`src/rtl/agc_ctr_pkg.sv`:
```
// Shared types and constants for the involuntary-counter priority chain.
// The state enum and the increment-type encoding are used by the top-level FSM.
package agc_ctr_pkg;

   typedef enum logic {
      IDLE,
      GRANT
   } state_e;

   typedef enum logic [1:0] {
      INC_NONE,
      INC_PLUS,
      INC_MINUS,
      INC_DINC
   } inc_e;

   localparam logic [5:0] DEFAULT_BASE_ADDR = 6'o24;

endpackage

```
`src/rtl/agc_ctr_cell.sv`:
```
// One counter channel: plus/minus request latches with net-zero cancellation,
// set-beats-clear on service, and a sticky overrun flag.
module agc_ctr_cell #(
   parameter bit DINC = 1'b0
) (
   input  logic clk,
   input  logic rst,
   input  logic gojam,
   input  logic req_p,
   input  logic req_m,
   input  logic hold,
   input  logic clr_p,
   input  logic clr_m,
   input  logic overrun_clr,
   output logic pend_p,
   output logic pending,
   output logic overrun
);

   logic pend_m;
   logic req_m_eff;
   logic nxt_p;
   logic nxt_m;
   logic ovr_set;

   // NOTE: every signal gets a value before any conditional override, so no latch is inferred.
   always_comb begin
      req_m_eff = req_m & ~DINC;
      nxt_p     = (pend_p & ~clr_p) | req_p;
      nxt_m     = (pend_m & ~clr_m) | req_m_eff;
      ovr_set   = (req_p & pend_p & ~clr_p) | (req_m_eff & pend_m & ~clr_m);
      // A channel under service keeps an opposite pulse so it survives the clear.
      if (!DINC && !hold && nxt_p && nxt_m) begin
         nxt_p = 1'b0;
         nxt_m = 1'b0;
      end
   end

   assign pending = DINC ? pend_p : (pend_p ^ pend_m);

   // NOTE: state registers use non-blocking assignments so all flops update together.
   always_ff @(posedge clk or posedge rst) begin
      if (rst) begin
         pend_p  <= 1'b0;
         pend_m  <= 1'b0;
         overrun <= 1'b0;
      end else if (gojam) begin
         pend_p  <= 1'b0;
         pend_m  <= 1'b0;
         overrun <= 1'b0;
      end else begin
         pend_p <= nxt_p;
         pend_m <= nxt_m;
         if (ovr_set)
            overrun <= 1'b1;
         else if (overrun_clr)
            overrun <= 1'b0;
      end
   end

endmodule

```
`src/rtl/agc_counter_priority.sv`:
```
// Involuntary-counter request latches plus fixed-priority grant FSM.
// Channel 0 wins; a grant is held until t_done, then the serviced latch is reset.
module agc_counter_priority
   import agc_ctr_pkg::*;
#(
   parameter int                NCHAN     = 16,
   parameter int                ADDRW     = 6,
   parameter logic [ADDRW-1:0]  BASE_ADDR = ADDRW'(DEFAULT_BASE_ADDR),
   parameter logic [NCHAN-1:0]  DINC_MASK = '0
) (
   input  logic             clk,
   input  logic             rst,
   input  logic             gojam,
   input  logic             inhibit,
   input  logic             t_start,
   input  logic             t_done,
   input  logic [NCHAN-1:0] req_p,
   input  logic [NCHAN-1:0] req_m,
   input  logic             overrun_clr,
   output logic             ctr_req,
   output logic [ADDRW-1:0] ctr_addr,
   output logic             ctr_plus,
   output logic             ctr_minus,
   output logic             ctr_dinc,
   output logic [NCHAN-1:0] chan_clr,
   output logic [NCHAN-1:0] overrun
);

   localparam int IDXW = (NCHAN > 1) ? $clog2(NCHAN) : 1;

   state_e            state;
   logic [IDXW-1:0]   gnt_idx;
   logic [NCHAN-1:0]  pend_p;
   logic [NCHAN-1:0]  pending;
   logic              sel_found;
   logic [IDXW-1:0]   sel_idx;
   inc_e              sel_type;
   logic              done_ev;

   assign done_ev = (state == GRANT) && t_done;

   for (genvar g = 0; g < NCHAN; g++) begin : g_cell
      logic is_gnt;
      assign is_gnt = (gnt_idx == IDXW'(g));

      agc_ctr_cell #(
         .DINC (DINC_MASK[g])
      ) u_cell (
         .clk         (clk),
         .rst         (rst),
         .gojam       (gojam),
         .req_p       (req_p[g]),
         .req_m       (req_m[g]),
         .hold        ((state == GRANT) && is_gnt),
         .clr_p       (done_ev && is_gnt && (ctr_plus || ctr_dinc)),
         .clr_m       (done_ev && is_gnt && ctr_minus),
         .overrun_clr (overrun_clr),
         .pend_p      (pend_p[g]),
         .pending     (pending[g]),
         .overrun     (overrun[g])
      );
   end

   // Descending scan so the lowest pending index is the one left standing.
   always_comb begin
      sel_found = 1'b0;
      sel_idx   = '0;
      for (int i = NCHAN - 1; i >= 0; i--) begin
         if (pending[i]) begin
            sel_found = 1'b1;
            sel_idx   = IDXW'(i);
         end
      end
      if (DINC_MASK[sel_idx])
         sel_type = INC_DINC;
      else if (pend_p[sel_idx])
         sel_type = INC_PLUS;
      else
         sel_type = INC_MINUS;
   end

   always_ff @(posedge clk or posedge rst) begin
      if (rst) begin
         state     <= IDLE;
         gnt_idx   <= '0;
         ctr_req   <= 1'b0;
         ctr_addr  <= BASE_ADDR;
         ctr_plus  <= 1'b0;
         ctr_minus <= 1'b0;
         ctr_dinc  <= 1'b0;
         chan_clr  <= '0;
      end else if (gojam) begin
         state     <= IDLE;
         gnt_idx   <= '0;
         ctr_req   <= 1'b0;
         ctr_addr  <= BASE_ADDR;
         ctr_plus  <= 1'b0;
         ctr_minus <= 1'b0;
         ctr_dinc  <= 1'b0;
         chan_clr  <= '0;
      end else begin
         chan_clr <= '0;
         case (state)
            IDLE: begin
               if (t_start && !inhibit && sel_found) begin
                  state     <= GRANT;
                  gnt_idx   <= sel_idx;
                  ctr_req   <= 1'b1;
                  ctr_addr  <= BASE_ADDR + ADDRW'(sel_idx);
                  ctr_plus  <= (sel_type == INC_PLUS);
                  ctr_minus <= (sel_type == INC_MINUS);
                  ctr_dinc  <= (sel_type == INC_DINC);
               end
            end
            GRANT: begin
               if (t_done) begin
                  state     <= IDLE;
                  chan_clr  <= NCHAN'(1) << gnt_idx;
                  ctr_req   <= 1'b0;
                  ctr_addr  <= BASE_ADDR;
                  ctr_plus  <= 1'b0;
                  ctr_minus <= 1'b0;
                  ctr_dinc  <= 1'b0;
               end
            end
            default: state <= IDLE;
         endcase
      end
   end

endmodule

```
`config.mk`:
```
export PLATFORM = sky130hd
export DESIGN_NAME = agc_counter_priority
export DESIGN_NICKNAME = d
export VERILOG_FILES = /design/src/rtl/agc_ctr_pkg.sv /design/src/rtl/agc_ctr_cell.sv /design/src/rtl/agc_counter_priority.sv
export SDC_FILE = /design/constraint.sdc
export NUM_CORES = 1
export LEC_CHECK = 0
export BUFFER_PORTS_ARGS = -buffer_cell sky130_fd_sc_hd__buf_2
export CAP_MARGIN = 5
export CORE_UTILIZATION = 33
export CTS_CLUSTER_DIAMETER = 150
export DETAILED_ROUTE_END_ITERATION = 12
export PLACE_DENSITY = 0.58
export REMOVE_ABC_BUFFERS = 1
export SYNTH_ARGS = -nofsm -noshare
export SYNTH_HDL_FRONTEND = slang
export SYNTH_HIERARCHICAL = 1
export SYNTH_SLANG_ARGS = --single-unit
```
`constraint.sdc`:
```
create_clock -name clk -period 3.37 [get_ports clk]
set_clock_uncertainty 0.2 [all_clocks]
set_input_delay 0.337 -clock clk [delete_from_list [all_inputs] [get_ports clk]]
set_output_delay 0.337 -clock clk [all_outputs]
set_load 0.05 [all_outputs]
```
* Word level (Yosys, flattened, before mapping)
Memory sizes are Yosys's and may differ from the RTL's.
Cells that the tools add are included.
** Word-level totals
- Memories :: 1
- Register bits :: 79
- Bits in read-only memories :: 16
** Memories
- (no name shown) :: depth 16, width 1, read ports 1, clocked after Yosys merged registers in 0, wr ports 0, RTL line agc_counter_priority.sv:74 : if (DINC_MASK[sel_idx])
** Cells by class
- Shift-type cells :: 1
- Add/subtract/negate cells :: 1
- Bitwise logic cells :: 193
- $lt $le $gt $ge :: 1
- Equal/unequal tests :: 21
- Multiplexer cells :: 161
- Reductions and logical operators :: 137
** Operator list (count)
- 2-to-1 mux 1 bit :: 127
- logical AND 1 bit :: 99
- bitwise AND 1 bit :: 96
- 2-to-1 mux 4 bit :: 19
- 2-to-1 mux 16 bit :: 3
- OR 1 bit :: 48
- nonzero test 3 bit :: 16
- inverter 1 bit :: 33
- == test 4 bit, second input constant :: 8
- 2-to-1 mux 6 bit :: 3
- zero test 1 bit :: 17
- == test 4 x 3 -> 1 bit, second input constant :: 4
- << shifter 1 x 4 -> 16 bit, first input constant :: 1
- XOR 1 bit :: 16
- case mux 6 bit (2 select lines) :: 1
- case mux 1 bit (2 select lines) :: 5
- == test 4 x 2 -> 1 bit, second input constant :: 2
- adder 5 x 4 -> 6 bit, first input constant :: 1
- != test 3 bit, second input constant :: 2
- less-than comparator 4 x 5 -> 1 bit, second input constant :: 1
- binary-select mux 1 bit (select 4 bit) :: 1
- == test 2 bit, second input constant :: 2
- == test 4 x 1 -> 1 bit, second input constant :: 1
- zero test 4 bit :: 1
- other kinds (6) :: 8

* Longest topological paths before layout
Gate-level depths: netlist of run 1.
- Depth after elaboration :: 25
- Gate-level depth with buffers :: 9

* Hierarchy
Netlist of run 1, hierarchy kept.
** By module, submodules not included
- agc_ctr_cell :: cells an instance 15, instances 16, area an instance 160.2 sq um, seq. area each 75.1 sq um
- agc_counter_priority :: cells an instance 225, instances 1, area an instance 1898.1 sq um, seq. area each 753.2 sq um

* Worst setup path before layout of run 1
No wires, ideal clock.
- Path type :: register to register
- From :: reg g_cell[5].u_cell.pend_m
- To :: reg ctr_minus
- Stages on the path, launching flop included :: 9
- Setup slack :: 0.444 ns
- Arrival :: 2.605 ns
- Buffers on the path :: 0
- Clock period less this slack :: 2.926 ns
- Path through :: dfrtp_1 xor2_1 or4_4 or3_4 o21ai_4 mux2i_1 a2111oi_1 o221ai_1 a32o_2
** On the way
- Cells in the longest elaborated chain, start to end :: 15
** Ends and longest elaborated chain
- start: declaration :: RTL line agc_ctr_cell.sv:20 : logic pend_m;
- start signal: assignment :: RTL line agc_ctr_cell.sv:53 : pend_m <= nxt_m;
- XOR 1 bit (*) :: RTL line agc_ctr_cell.sv:39 : assign pending = DINC ? pend_p : (pend_p ^ pend_m);
- named net pending[5] :: RTL line agc_counter_priority.sv:34 : logic [NCHAN-1:0] pending;
- 2-to-1 mux 4 bit (6 in series) :: RTL line agc_counter_priority.sv:69 : if (pending[i]) begin
- binary-select mux 1 bit (select 4 bit) :: RTL line agc_counter_priority.sv:76 : else if (pend_p[sel_idx])
- 2-to-1 mux 1 bit (not written as such) :: RTL line agc_counter_priority.sv:76
- 2-to-1 mux 2 bit :: RTL line agc_counter_priority.sv:76
- 2-to-1 mux 2 bit :: RTL line agc_counter_priority.sv:74
- == test 2 bit :: RTL line agc_counter_priority.sv:111 : ctr_minus <= (sel_type == INC_MINUS);
- 2-to-1 mux 1 bit :: RTL line agc_counter_priority.sv:105 : if (t_start && !inhibit && sel_found) begin
- case mux 1 bit (2 select lines) :: RTL line agc_counter_priority.sv:103 : case (state)
- 2-to-1 mux 1 bit :: RTL line agc_counter_priority.sv:92 : end else if (gojam) begin
- end signal: assignment :: RTL line agc_counter_priority.sv:111
- end: declaration :: RTL line agc_counter_priority.sv:23 : output logic ctr_minus,
Mark *: on every way through the listed nets, which the timed path passes. The rest lies on a longest branch. The select of a mux whose other input is x is not followed.
A chain may end at the register's enable or synchronous reset.

* Worst setup path in the final report of run 1
- From :: reg g_cell[5].u_cell.pend_p
- To :: reg ctr_minus
** On the way
- Cells in the longest elaborated chain, start to end :: 15
** Ends and longest elaborated chain
- start: declaration :: RTL line agc_ctr_cell.sv:15 : output logic pend_p,
- start signal: assignment :: RTL line agc_ctr_cell.sv:52 : pend_p <= nxt_p;
- XOR 1 bit (*) :: RTL line agc_ctr_cell.sv:39
- named net pending[5] :: RTL line agc_counter_priority.sv:34
- 2-to-1 mux 4 bit (6 in series) :: RTL line agc_counter_priority.sv:69
- binary-select mux 1 bit (select 4 bit) :: RTL line agc_counter_priority.sv:76
- 2-to-1 mux 1 bit (not written as such) :: RTL line agc_counter_priority.sv:76
- 2-to-1 mux 2 bit :: RTL line agc_counter_priority.sv:76
- 2-to-1 mux 2 bit :: RTL line agc_counter_priority.sv:74
- == test 2 bit :: RTL line agc_counter_priority.sv:111
- 2-to-1 mux 1 bit :: RTL line agc_counter_priority.sv:105
- case mux 1 bit (2 select lines) :: RTL line agc_counter_priority.sv:103
- 2-to-1 mux 1 bit :: RTL line agc_counter_priority.sv:92
Marks and branches as above.

==> results of run 1 <==
==> worst paths after layout <==
| kind | start | end | slack (ps) | cells after the start |
|---|---|---|---|---|
| max in group asynchronous | rst | chan_clr[4] | 1480 | 3 |
| min in group asynchronous | rst | g_cell[12].u_cell/overrun | 420 | 3 |
| min reg2reg | ctr_addr[3] | ctr_addr[3] | 290 | 1 |
| max reg2reg | g_cell[5].u_cell/pend_p | ctr_minus | 230 | 8 |
| max | g_cell[5].u_cell/pend_p | ctr_minus | 230 | 8 |
| min | req_m[3] | g_cell[3].u_cell/overrun | 90 | 3 |
==> final cells by class <==
class / instances / area share
timing repair buffer: 81 / 0.0778
multi-input combinational: 321 / 0.423
sequential: 78 / 0.368
tap: 176 / 0.0415
clock buffer: 13 / 0.0490
inverter: 53 / 0.0375
clock inverter: 3 / 0.00354
==> cells by family (layout without fill, tap and decap cells) <==
logic type / Yosys count / after routing / synth area share
AND/OR/NAND/NOR: 215 / 215 / 0.272
AO/OA/AOI/OAI: 79 / 79 / 0.169
flip-flops: 78 / 78 / 0.438
buffers and inverters: 66 / 150 / 0.0589
XOR/XNOR: 16 / 16 / 0.0314
multiplexers: 9 / 9 / 0.0266
adder cells (fa/ha/maj): 1 / 1 / 0.00280
other: 1 / 1 / 0.000841
==> cells in the mapped netlist (2+ instances only) <==
cell | n | area, sq um
nor2_1 | 94 | 353
dfrtp_1 | 76 | 1900
inv_1 | 53 | 199
and2_1 | 33 | 206
o221a_2 | 32 | 360
nor3_1 | 24 | 120
a222oi_1 | 16 | 160
and2b_1 | 16 | 120
nor2b_4 | 16 | 220
xor2_1 | 16 | 140
a21oi_1 | 11 | 55.1
clkbuf_1 | 10 | 37.5
nand2_1 | 9 | 33.8
mux2i_1 | 7 | 70.1
nand2b_1 | 4 | 25.0
nand3b_1 | 4 | 30.0
nor4_1 | 4 | 25.0
nand3_1 | 3 | 15.0
a2111oi_1 | 2 | 20.0
a22o_1 | 2 | 17.5
dfstp_2 | 2 | 52.6
o21ai_0 | 2 | 10.0
o221ai_1 | 2 | 17.5
==> power groups by stage <==
stage / logic, mW / registers [mW] / clock network [mW]
floorplan: 0.271 / 1.08 / 0
global placement: 0.454 / 1.04 / 0
detailed placement: 0.464 / 1.04 / 0
CTS: 0.467 / 1.02 / 0.940
global route: 0.506 / 1.03 / 0.975
finish: 0.465 / 1.02 / 0.914
==> registers in the layout (all words and copies together) (netlist names) <==
register               flops
ctr_minus                  1
g_cell.u_cell/pend_m      16
gnt_idx                    4
ctr_addr                   6
state                      1
chan_clr                  16
ctr_plus                   1
g_cell.u_cell/overrun     16
g_cell.u_cell/pend_p      16
ctr_req                    1
==> critical path, stage by stage (launching register included) <==
cell	delay, ps
dfrtp_1	400
xor2_1	190
or4_4	570
or3_4	360
o21ai_4	200
mux2i_1	100
a2111oi_1	540
o221ai_1	180
a32o_2	300
==> stage by stage <==
| stage | cells | utilization | setup slack, ps | hold slack (ps) | instance area (sq um) |
|---|---|---|---|---|---|
| floorplan | 452 | - | 443 | -109 | 4400 |
| global placement | 708 | 0.381 | 311 | 242 | 5020 |
| detailed placement | 708 | 0.381 | 251 | 240 | 5020 |
| CTS | 725 | 0.402 | 223 | 81.2 | 5310 |
| global route | 725 | 0.402 | 127 | 88.9 | 5310 |
| finish | 725 | 0.402 | 226 | 93.3 | 5310 |
==> per-layer routing <==
metal  up-vias  GRT usage  share of wire
met5         -          0              0
met1      1811      0.233           0.47
li1       1781          -              -
met4         0     0.0978          0.025
met2        95      0.271           0.46
met3        16     0.0333          0.041
==> results.tsv, run 1 <==
stage	metric	value	unit
final_layout	nFillCells	1334	
grt	grt_max_degree	36	
final_layout	drive_gt1_frac	0.282	
setup_path	crit_path_max_fanout	5	
timing	worstMarginPinSlew	1080	ps
timing	setup_viol	0	
timing	tns	0	ps
logic_synthesis	synth_seq_cells	78	
power	switching_power	0.717	mW
drt	drt-initial-drc-count	318	
timing	grt_setup_unrepaired	false	
setup_path	end_kind	register	
clocking	clkTransAtPathRegs	60	ps
logic_synthesis	synthArstFlopShare	1.00	
drt	vias_per_cell	5.11	
timing	final.period_utilization	0.933	
power	p_leak	2.76	nW
die	pin_count	81	
setup_path	critPathRequiredTime	3400	ps
die	die_h	118	um
clocking	cts_made_buffers	9	
logic_synthesis	seq_area_frac_synth	0.438	
logic_synthesis	ys_types	50	
placement	place_congestion	0.852	
power	vdd.ir_drop.worst	0.000254	V
drt	antenna_left	0	
clocking	postCtsSetupBuffers	0	
run_status	status	completed	
clocking	cts_max_path_buffers	2	
logic_synthesis	netlist_instances	465	
clocking	root_buffer	clkbuf_16	
final_layout	nNetsFinal	584	
clocking	cts_sinks	78	
die	core_region_area	13200	sq um
final_layout	diodes	0	
power	comb_power_share	0.194	
clocking	insertion_delay	340	ps
grt	grt_antenna_before_repair	0	
power	p_seq_frac	0.426	
power	power_density	452	nW/um^2
final_layout	multi_input_area	2240	sq um
final_layout	synthToLayoutAreaGrowth	19.0	%
logic_synthesis	netlist_area	4460	sq um
logic_synthesis	synth-edff-count	0	
logic_synthesis	synth_ff_type	dfrtp_1	
die	dieArea	14000	sq um
placement	port_buffers	79	
setup_path	path_class	register to register	
clocking	cts_tree	built	
placement	dpl.hpwl	8.76	mm
power	internal_power	1.68	mW
logic_synthesis	ys_warn_count	6	
die	start_util	0.338	
drt	wirelength	11.9	mm
min_path	hold_path_class	input port to register	
power	p_sw_frac	0.299	
clocking	cts_resized	0	
drt	post_drt_wl_per_cell	16.4	um
drt	firstDrtPassIters	5	
clocking	hold_buffers	1	
timing	fin_crit	3140	ps
timing	fmax	318	MHz
setup_path	startpoint_type	register	
final_layout	layout_commonest_cell	nor2_1	
timing	slew_violations	0	
grt	grt_pass1_vias	3600	
setup_path	worstPathArrival	3180	ps
logic_synthesis	synth_area_per_cell	9.59	sq um
flow_run	maxCapViolations	0	
power	p_total	2.40	mW
die	rows	42	
grt	grt_pass1_wl	18.6	mm
grt	gr-usage-all-layers	0.176	
drt	vias	3703	
timing	max_slew_margin	0.279	
grt	grt_overflow	0	
die	die_w	118	um
timing	hold_violations	0	
drt	drc	0	
final_layout	seq_area	1950	sq um
power	p_clk_frac	0.381	
clocking	htree_levels	3	
final_layout	final_cell_mix	nor2_1 (94), buf_2 (79), dfrtp_1 (76), inv_1 (53), and2_1 (33)	
No activity file was read; power rests on OpenSTA's default activity.
==> inputs of run 2 (changes only) <==
Settings changed: CORE_UTILIZATION 33 to 56, PLACE_DENSITY 0.58 to 0.86.
==> results.tsv, run 2 (synthesis gave the netlist of run 1 again) <==
stage	metric	value	unit	change
final_layout	layout_commonest_cell	nor2_1		unchanged
timing	layout_setup_ws	194	ps	was 226 ps
final_layout	nNetsFinal	584		unchanged
timing	fmax	315	MHz	was 318 MHz
final_layout	nFillCells	605		was 1334
setup_path	max_stage_delay	550	ps	was 570 ps
timing	worstMarginPinSlew	1030	ps	was 1080 ps
die	dieArea	8330	sq um	was 14000 sq um
timing	final.period_utilization	0.942		was 0.933
setup_path	end_kind	register		unchanged
timing	fin_crit	3180	ps	was 3140 ps
timing	tns	0	ps	unchanged
clocking	root_buffer	clkbuf_8		was clkbuf_16
timing	setup_viol	0		unchanged
timing	slew_violations	0		unchanged
setup_path	path_cells	xor2_1 -> or4_4 -> or3_4 -> o21ai_4 -> mux2i_1 -> a2111oi_1 -> o221ai_1 -> a32o_2		unchanged
die	core_region_area	7730	sq um	was 13200 sq um
drt	drt-initial-drc-count	290		was 318
clocking	insertion_delay	350	ps	was 340 ps
die	pin_count	81		unchanged
drt	wirelength	11.1	mm	was 11.9 mm
clocking	cts_resized	0		unchanged
placement	dpl.hpwl	8.10	mm	was 8.76 mm
drt	firstDrtPassIters	5		unchanged
die	start_util	0.577		was 0.338
grt	gr-usage-all-layers	0.283		was 0.176
grt	grt_pass1_vias	3819		was 3600
clocking	htree_levels	3		unchanged
placement	port_buffers	79		unchanged
grt	use_met2	0.469		was 0.271
drt	antenna_left	0		unchanged
grt	global_route.usage.met1	0.367		was 0.233
final_layout	final_cell_mix	nor2_1 (94), buf_2 (79), dfrtp_1 (76), inv_1 (53), and2_1 (33)		unchanged
setup_path	crit_path_max_fanout	5		unchanged
final_layout	synthToLayoutAreaGrowth	15.7	%	was 19.0%
grt	grt-busiest-layer	met2		unchanged
drt	post_drt_wl_per_cell	17.1	um	was 16.4 um
setup_path	worstPathArrival	3220	ps	was 3180 ps
die	die_h	91.3	um	was 118 um
clocking	cts_made_buffers	9		unchanged
setup_path	cp_slowest_cell	or4_4		unchanged
timing	fin_hold_ws	88.3	ps	was 93.3 ps
grt	grt_max_degree	33		was 36
die	rows	32		was 42
timing	grt_setup_unrepaired	false		unchanged
clocking	cts_sinks	78		unchanged
setup_path	startpoint_type	register		unchanged
clocking	clkTransAtPathRegs	80	ps	was 60 ps
power	p_leak	2.73	nW	was 2.76 nW
clocking	cts_max_path_buffers	2		unchanged
clocking	cts_tree	built		unchanged
drt	vias	3911		was 3703
die	die_w	91.3	um	was 118 um
placement	place_congestion	0.958		was 0.852
grt	use_met3	0.0494		was 0.0333
grt	grt_antenna_before_repair	0		unchanged
clocking	postCtsSetupBuffers	0		unchanged
final_layout	drive_gt1_frac	0.286		was 0.282
setup_path	path_class	register to register		unchanged
min_path	hold_path_class	input port to register		unchanged
placement	pre_cts_slack	230	ps	was 251 ps
grt	grt_pass1_wl	18.3	mm	was 18.6 mm
final_layout	stdcell_count	651		was 725
run_status	status	completed		unchanged
placement	place_inst	634		was 708
drt	drc	0		unchanged
timing	max_slew_margin	0.311		was 0.279
power	power_density	440	nW/um^2	was 452 nW/um^2
grt	grt_overflow	0		unchanged
clocking	hold_buffers	1		unchanged
power	vdd.ir_drop.worst	0.000317	V	was 0.000254 V
power	p_total	2.27	mW	was 2.40 mW
setup_path	critPathRequiredTime	3420	ps	was 3400 ps
drt	vias_per_cell	6.01		was 5.11
final_layout	diodes	0		unchanged
flow_run	maxCapViolations	0		unchanged
timing	hold_violations	0		unchanged
## run 2: area by class of cell
cell class              count  area (sq um)  share of cell area
well taps                 102           128              0.0247
flip-flops and latches     78          1950               0.379
clock inverters             7          98.8              0.0192
inverters                  53           199              0.0386
multi-input cells         321          2240               0.435
repair buffers             81           413              0.0800
clock buffers               9           124              0.0240
## run 2: through the flow
stage,area (sq um),utilization
2_1_floorplan,4400,-
3_3_place_gp,4930,0.638
3_5_place_dp,4930,0.638
4_1_cts,5160,0.668
5_1_grt,5160,0.668
6_report,5160,0.668
## run 2: path summary, 6_finish.rpt
path                                    startpoint                  endpoint  slack, ps  cells past startpoint
max                        g_cell[4].u_cell/pend_p                 ctr_minus        190                      8
min                                       req_m[2]   g_cell[2].u_cell/pend_m         90                      2
max reg2reg                g_cell[4].u_cell/pend_p                 ctr_minus        190                      8
min reg2reg                            ctr_addr[5]               ctr_addr[5]        310                      1
max in group asynchronous                      rst                gnt_idx[0]       1550                      3
min in group asynchronous                      rst  g_cell[8].u_cell/overrun        400                      3
## run 2: report_power, final
group / leakage [nW] / total [mW] / switching (mW) / internal [mW]
Sequential: 1.06 / 1.02 / 0.0457 / 0.974
Combinational: 1.57 / 0.469 / 0.299 / 0.170
Clock: 0.109 / 0.780 / 0.361 / 0.419
Total: 2.73 / 2.27 / 0.706 / 1.56
## run 2: critical path: cells and delay by family, from the launching register on
kind	cells	cell delay, ps
AOI/OAI and AO/OA	4	1240
and+or+nand+nor	2	910
muxes	1	110
xor gates and xnor gates	1	200
DFF	1	420
## run 2: routing by layer
metal	share of wire	routed length (um)
met1	0.44	4890
met3	0.058	649
met4	0.024	264
met5	0	0
met2	0.48	5320
